`src/rtl/down_counter_pkg.sv`:
```
// Shared types and default parameters for the down_counter timing primitive.
package down_counter_pkg;

  typedef enum logic [1:0] {
    IDLE = 2'd0,
    RUN  = 2'd1,
    HOLD = 2'd2,
    DONE = 2'd3
  } state_e;

  localparam int DEFAULT_WIDTH    = 8;
  localparam int DEFAULT_PRESCALE = 4;

endpackage

```
`src/rtl/down_counter_prescaler.sv`:
```
// Divides enabled cycles by PRESCALE; tick is high on the enabled cycle that
// completes each group of PRESCALE enabled cycles.
module down_counter_prescaler
  import down_counter_pkg::*;
#(
  parameter int PRESCALE = DEFAULT_PRESCALE
) (
  input  logic clk,
  input  logic rst,
  input  logic clr,
  input  logic en,
  output logic tick
);

  localparam int CW = (PRESCALE > 1) ? $clog2(PRESCALE) : 1;
  localparam logic [CW-1:0] LAST = CW'(PRESCALE - 1);

  logic [CW-1:0] cnt_reg;

  // PRESCALE==1 makes LAST zero, so every enabled cycle ticks
  assign tick = en && (cnt_reg == LAST);

  always_ff @(posedge clk) begin
    if (rst || clr) begin
      cnt_reg <= '0;
    end else if (en) begin
      cnt_reg <= tick ? '0 : cnt_reg + CW'(1);
    end
  end

endmodule

```
`src/rtl/down_counter.sv`:
```
// Loadable, enable-gated down counter with terminal-count pulse and optional
// auto-reload. Define DOWN_COUNTER_PRESCALE_EN to divide decrements by PRESCALE.
module down_counter
  import down_counter_pkg::*;
#(
  parameter int WIDTH    = DEFAULT_WIDTH,
  parameter int PRESCALE = DEFAULT_PRESCALE
) (
  input  logic             clk,
  input  logic             rst,
  input  logic             load,
  input  logic [WIDTH-1:0] load_val,
  input  logic             en,
  input  logic             auto_reload,
  output logic [WIDTH-1:0] count,
  output logic             tc,
  output logic             busy
);

  state_e           state_reg, state_next;
  logic [WIDTH-1:0] count_reg, count_next;
  logic [WIDTH-1:0] reload_reg, reload_next;
  logic             tc_reg, tc_next;
  logic             busy_reg, busy_next;
  logic             tick;

`ifdef DOWN_COUNTER_PRESCALE_EN
  logic pre_en;
  // The prescaler only advances while a countdown is active
  assign pre_en = en && ((state_reg == RUN) || (state_reg == HOLD));

  down_counter_prescaler #(.PRESCALE(PRESCALE)) u_prescaler (
    .clk  (clk),
    .rst  (rst),
    .clr  (load),
    .en   (pre_en),
    .tick (tick)
  );
`else
  logic unused_prescale;
  assign unused_prescale = (PRESCALE == 0);
  assign tick = en;
`endif

  always_comb begin
    state_next  = state_reg;
    count_next  = count_reg;
    reload_next = reload_reg;
    tc_next     = 1'b0;
    if (load) begin
      count_next  = load_val;
      reload_next = load_val;
      state_next  = (load_val != '0) ? RUN : IDLE;
    end else begin
      case (state_reg)
        RUN, HOLD: begin
          if (!en) begin
            state_next = HOLD;
          end else begin
            state_next = RUN;
            if (tick) begin
              if (count_reg == WIDTH'(1)) begin
                tc_next = 1'b1;
                // Reload skips zero so the period is exactly reload_reg ticks
                if (auto_reload) begin
                  count_next = reload_reg;
                end else begin
                  count_next = '0;
                  state_next = DONE;
                end
              end else begin
                count_next = count_reg - WIDTH'(1);
              end
            end
          end
        end
        default: ;
      endcase
    end
    busy_next = (state_next == RUN) || (state_next == HOLD);
  end

  always_ff @(posedge clk) begin
    if (rst) begin
      state_reg  <= IDLE;
      count_reg  <= '0;
      reload_reg <= '0;
      tc_reg     <= 1'b0;
      busy_reg   <= 1'b0;
    end else begin
      state_reg  <= state_next;
      count_reg  <= count_next;
      reload_reg <= reload_next;
      tc_reg     <= tc_next;
      busy_reg   <= busy_next;
    end
  end

  assign count = count_reg;
  assign tc    = tc_reg;
  assign busy  = busy_reg;

endmodule

```
`config.mk`:
```
export PLATFORM = sky130hd
export DESIGN_NAME = down_counter
export DESIGN_NICKNAME = d
export VERILOG_FILES = /design/src/rtl/down_counter_pkg.sv /design/src/rtl/down_counter_prescaler.sv /design/src/rtl/down_counter.sv
export SDC_FILE = /design/constraint.sdc
export NUM_CORES = 1
export LEC_CHECK = 0
export BUFFER_PORTS_ARGS = -buffer_cell sky130_fd_sc_hd__buf_2
export CAP_MARGIN = 30
export CELL_PAD_IN_SITES_DETAIL_PLACEMENT = 0
export CELL_PAD_IN_SITES_GLOBAL_PLACEMENT = 2
export CORE_ASPECT_RATIO = 0.75
export CORE_MARGIN = 4
export CORE_UTILIZATION = 30
export CTS_BUF_LIST = sky130_fd_sc_hd__clkbuf_8
export DETAILED_ROUTE_END_ITERATION = 10
export PLACE_DENSITY = 0.76
export SETUP_SLACK_MARGIN = 0.3
export SLEW_MARGIN = 20
export SYNTH_ARGS = -nofsm -noshare
export SYNTH_HDL_FRONTEND = slang
export SYNTH_SLANG_ARGS = --single-unit
```
`constraint.sdc`:
```
create_clock -name clk -period 1.78 [get_ports clk]
set_clock_uncertainty 0.15 [all_clocks]
set_input_delay 0.534 -clock clk [delete_from_list [all_inputs] [get_ports clk]]
set_output_delay 0.534 -clock clk [all_outputs]
set_load 0.05 [all_outputs]
```
==> key figures <==
Finish
  • Leading cell types in the layout, fill and taps excluded: buf_4, nor2_1, nand2_1, buf_2
  • Non-filler instance count after layout: 208
  • Fill cell total of the finished layout: 310
  • Nets@finish: 184
  • Antenna Cells: 0
  • Area occupied by multi-input gates: 721 sq um
  • Sequential cell area: 430 sq um
  • Most common cell after layout, fill and taps aside: buf_4
  • Layout area overhead: 56.7%
  • Share of layout cells above drive strength 1: 48.2%

Power
  • Pleak: 0.714 nW
  • Maximum vdd drop: 0.000299 V
  • PwrDens: 752 nW/um^2
  • Power, Total: 0.00127 W

Critical path
  • Arr. time, crit path: 1.77 ns
  • Worst setup EP type: register
  • Worst-path cell chain: inv_4, ha_4, nor4b_4, nand2_4, a311o_1, xnor2_1, nor2_1
  • CP Max Fanout: 3
  • CP required: 1.77 ns
  • Top delay family on crit path: simple AND/OR/NAND/NOR gates
  • CP startpoint kind: register
  • Number of buffers and inverters on the critical path: 1
  • Worst path max stage delay: 0.36 ns
  • Crit path kind: reg2reg
  • Slowest cell on crit path: dfxtp_4

Synthesis
  • Mapped cell area: 1070 sq um
  • Syn Area/Cell: 8.81 sq um
  • Ys async rst share: 0%
  • Synth cell types: 38
  • Syn Nets: 137
  • Top_reg_cell synth: dfxtp_1
  • Warnings, synthesis: 0
  • Post-synth EDFFs: 0
  • Seq cells post-synth: 20
  • Seq/Total Area, Yosys: 37.3%
  • Cells after Synth: 122

Clock network
  • TritonCTS buffer count: 3
  • Skew-Pair Late Insertion Delay: 0.26 ns
  • H-tree levels: 1
  • Max clock buf depth: 2
  • Hold-fix buffers, CTS: 0
  • Sink Count: 20
  • Root Driver: clkbuf_8
  • CTS tree: yes
  • Worst-path clk slew: 0.08 ns

Timing
  • Final hold viol count: 0
  • Unrepaired setup endpoints after global routing: true
  • Period utilisation layout: 99.7%
  • Tmin final: 1.77 ns
  • Hold slack: 0.338 ns
  • F_max: 564 MHz
  • Setup_tns: 0 ns
  • Least-Margin Pin Slew: 0.391 ns
  • Max-slew violation count: 0
  • Final setup fails: 0
  • PnR worst setup slack: 0.00615 ns
  • Rel. slew slack: 73.9%

Placed design
  • Pre-CTS setup slack: -0.0311 ns
  • Placed cells: 192
  • Final Wtd Congestion: 0.783
  • DPL Wire Length: 2210 um
  • Port bufs: 22

Die
  • Die Height: 59.8 um
  • Die width: 77.1 um
  • CORE AREA: 3360 sq um
  • I/O pin cnt: 23
  • Row cnt: 18
  • Die Footprint: 4610 sq um
  • Starting Density: 32.0%

Detailed routing
  • Via-per-instance ratio: 5.22
  • Vias: 1086
  • Wire per inst: 14.8 um
  • DRC viols: 0
  • Pre-antenna DRT Iters: 4
  • Initial DRC count: 45
  • Routed wire length: 3080 um
  • Post-route ant nets: 0

Global route
  • Vias in the first global route: 1108
  • Largest net degree at the start of global routing: 22
  • GRT Util Overall: 14.5%
  • Total congestion overflow: 0
  • First-pass GRT wire length: 5260 um
  • Initial antenna violation count: 0

Min path
  • Hold Crit Class: reg2reg

Job
  • Max cap viols: 0

Run status
  • Outcome: finished, final reports clean
[per-layer routing]
layer	up-vias	share of wire [%]	global-route usage (%)
li1	530	-	-
met1	522	48	17.9
met2	32	46	25.2
met3	2	5.5	4.37
met4	0	0.52	3.81
met5	-	0	0
[cell usage after synthesis (2+ instances only)]
cell / count / area, sq um
nor4_1: 3 / 18.8
nand2b_1: 2 / 12.5
clkbuf_1: 4 / 15.0
ha_1: 2 / 25.0
o22ai_1: 2 / 12.5
dfxtp_1: 20 / 400
nand2_1: 12 / 45.0
a222oi_1: 3 / 30.0
inv_1: 5 / 18.8
a21oi_1: 8 / 40.0
nand3b_1: 2 / 15.0
a311o_1: 2 / 20.0
a22oi_1: 2 / 15.0
nor2_1: 19 / 71.3
mux2i_1: 10 / 100
xnor2_1: 4 / 35.0
[worst min-delay path, delay by kind of cell (launching register included)]
family	cells	cell delay [ns]
DFF	1	0.32
AOI/OAI and AO/OA	1	0.06
and+or+nand+nor	1	0.07
[area by class of cell]
cell class	instances	share of cell area (%)
timing repair buffer	47	24.1
multi-input combinational	92	42.8
sequential	20	25.6
tap	40	2.97
inverter	5	1.26
clock buffer	4	3.27
[power by group]
group          internal [W]  switching, W  leakage, nW  total [W]
combinational      0.000203      0.000201        0.515   0.000405
sequential         0.000475     0.0000324        0.171   0.000507
clock              0.000197      0.000158       0.0288   0.000355
[final timing paths]
| check | from | endpoint | slack, ns | cells past startpoint |
|---|---|---|---|---|
| setup / recovery | count[1] | busy | 0.006 | 7 |
| hold / removal | reload_reg[6] | reload_reg[6] | 0.34 | 2 |
| setup reg to reg | count[1] | busy | 0.006 | 7 |
| hold reg to reg | reload_reg[6] | reload_reg[6] | 0.34 | 2 |
[stage by stage]
step                      area, sq um  utilization [%]
after detailed placement         1350             40.3
after global placement           1350             40.3
after floorplan                  1120                -
final                            1680             50.2
after global routing             1680             50.2
after CTS                        1610             47.9
[repair_timing]
action	4_1_cts	5_1_grt
endpoints found under the setup margin	21	19
buffers inserted	10	2
resized for setup	36	15
pin swaps	9	3
[kinds of logic after synthesis]
family | share of synthesized area (%)
DFF | 37.3
adders and majority gates | 2.33
xor gates and xnor gates | 4.07
and+or+nand+nor | 24.9
muxes | 10.4
buffers and inverters | 3.61
AOI/OAI and AO/OA | 17.5
Power figures use the tool's default switching activity.
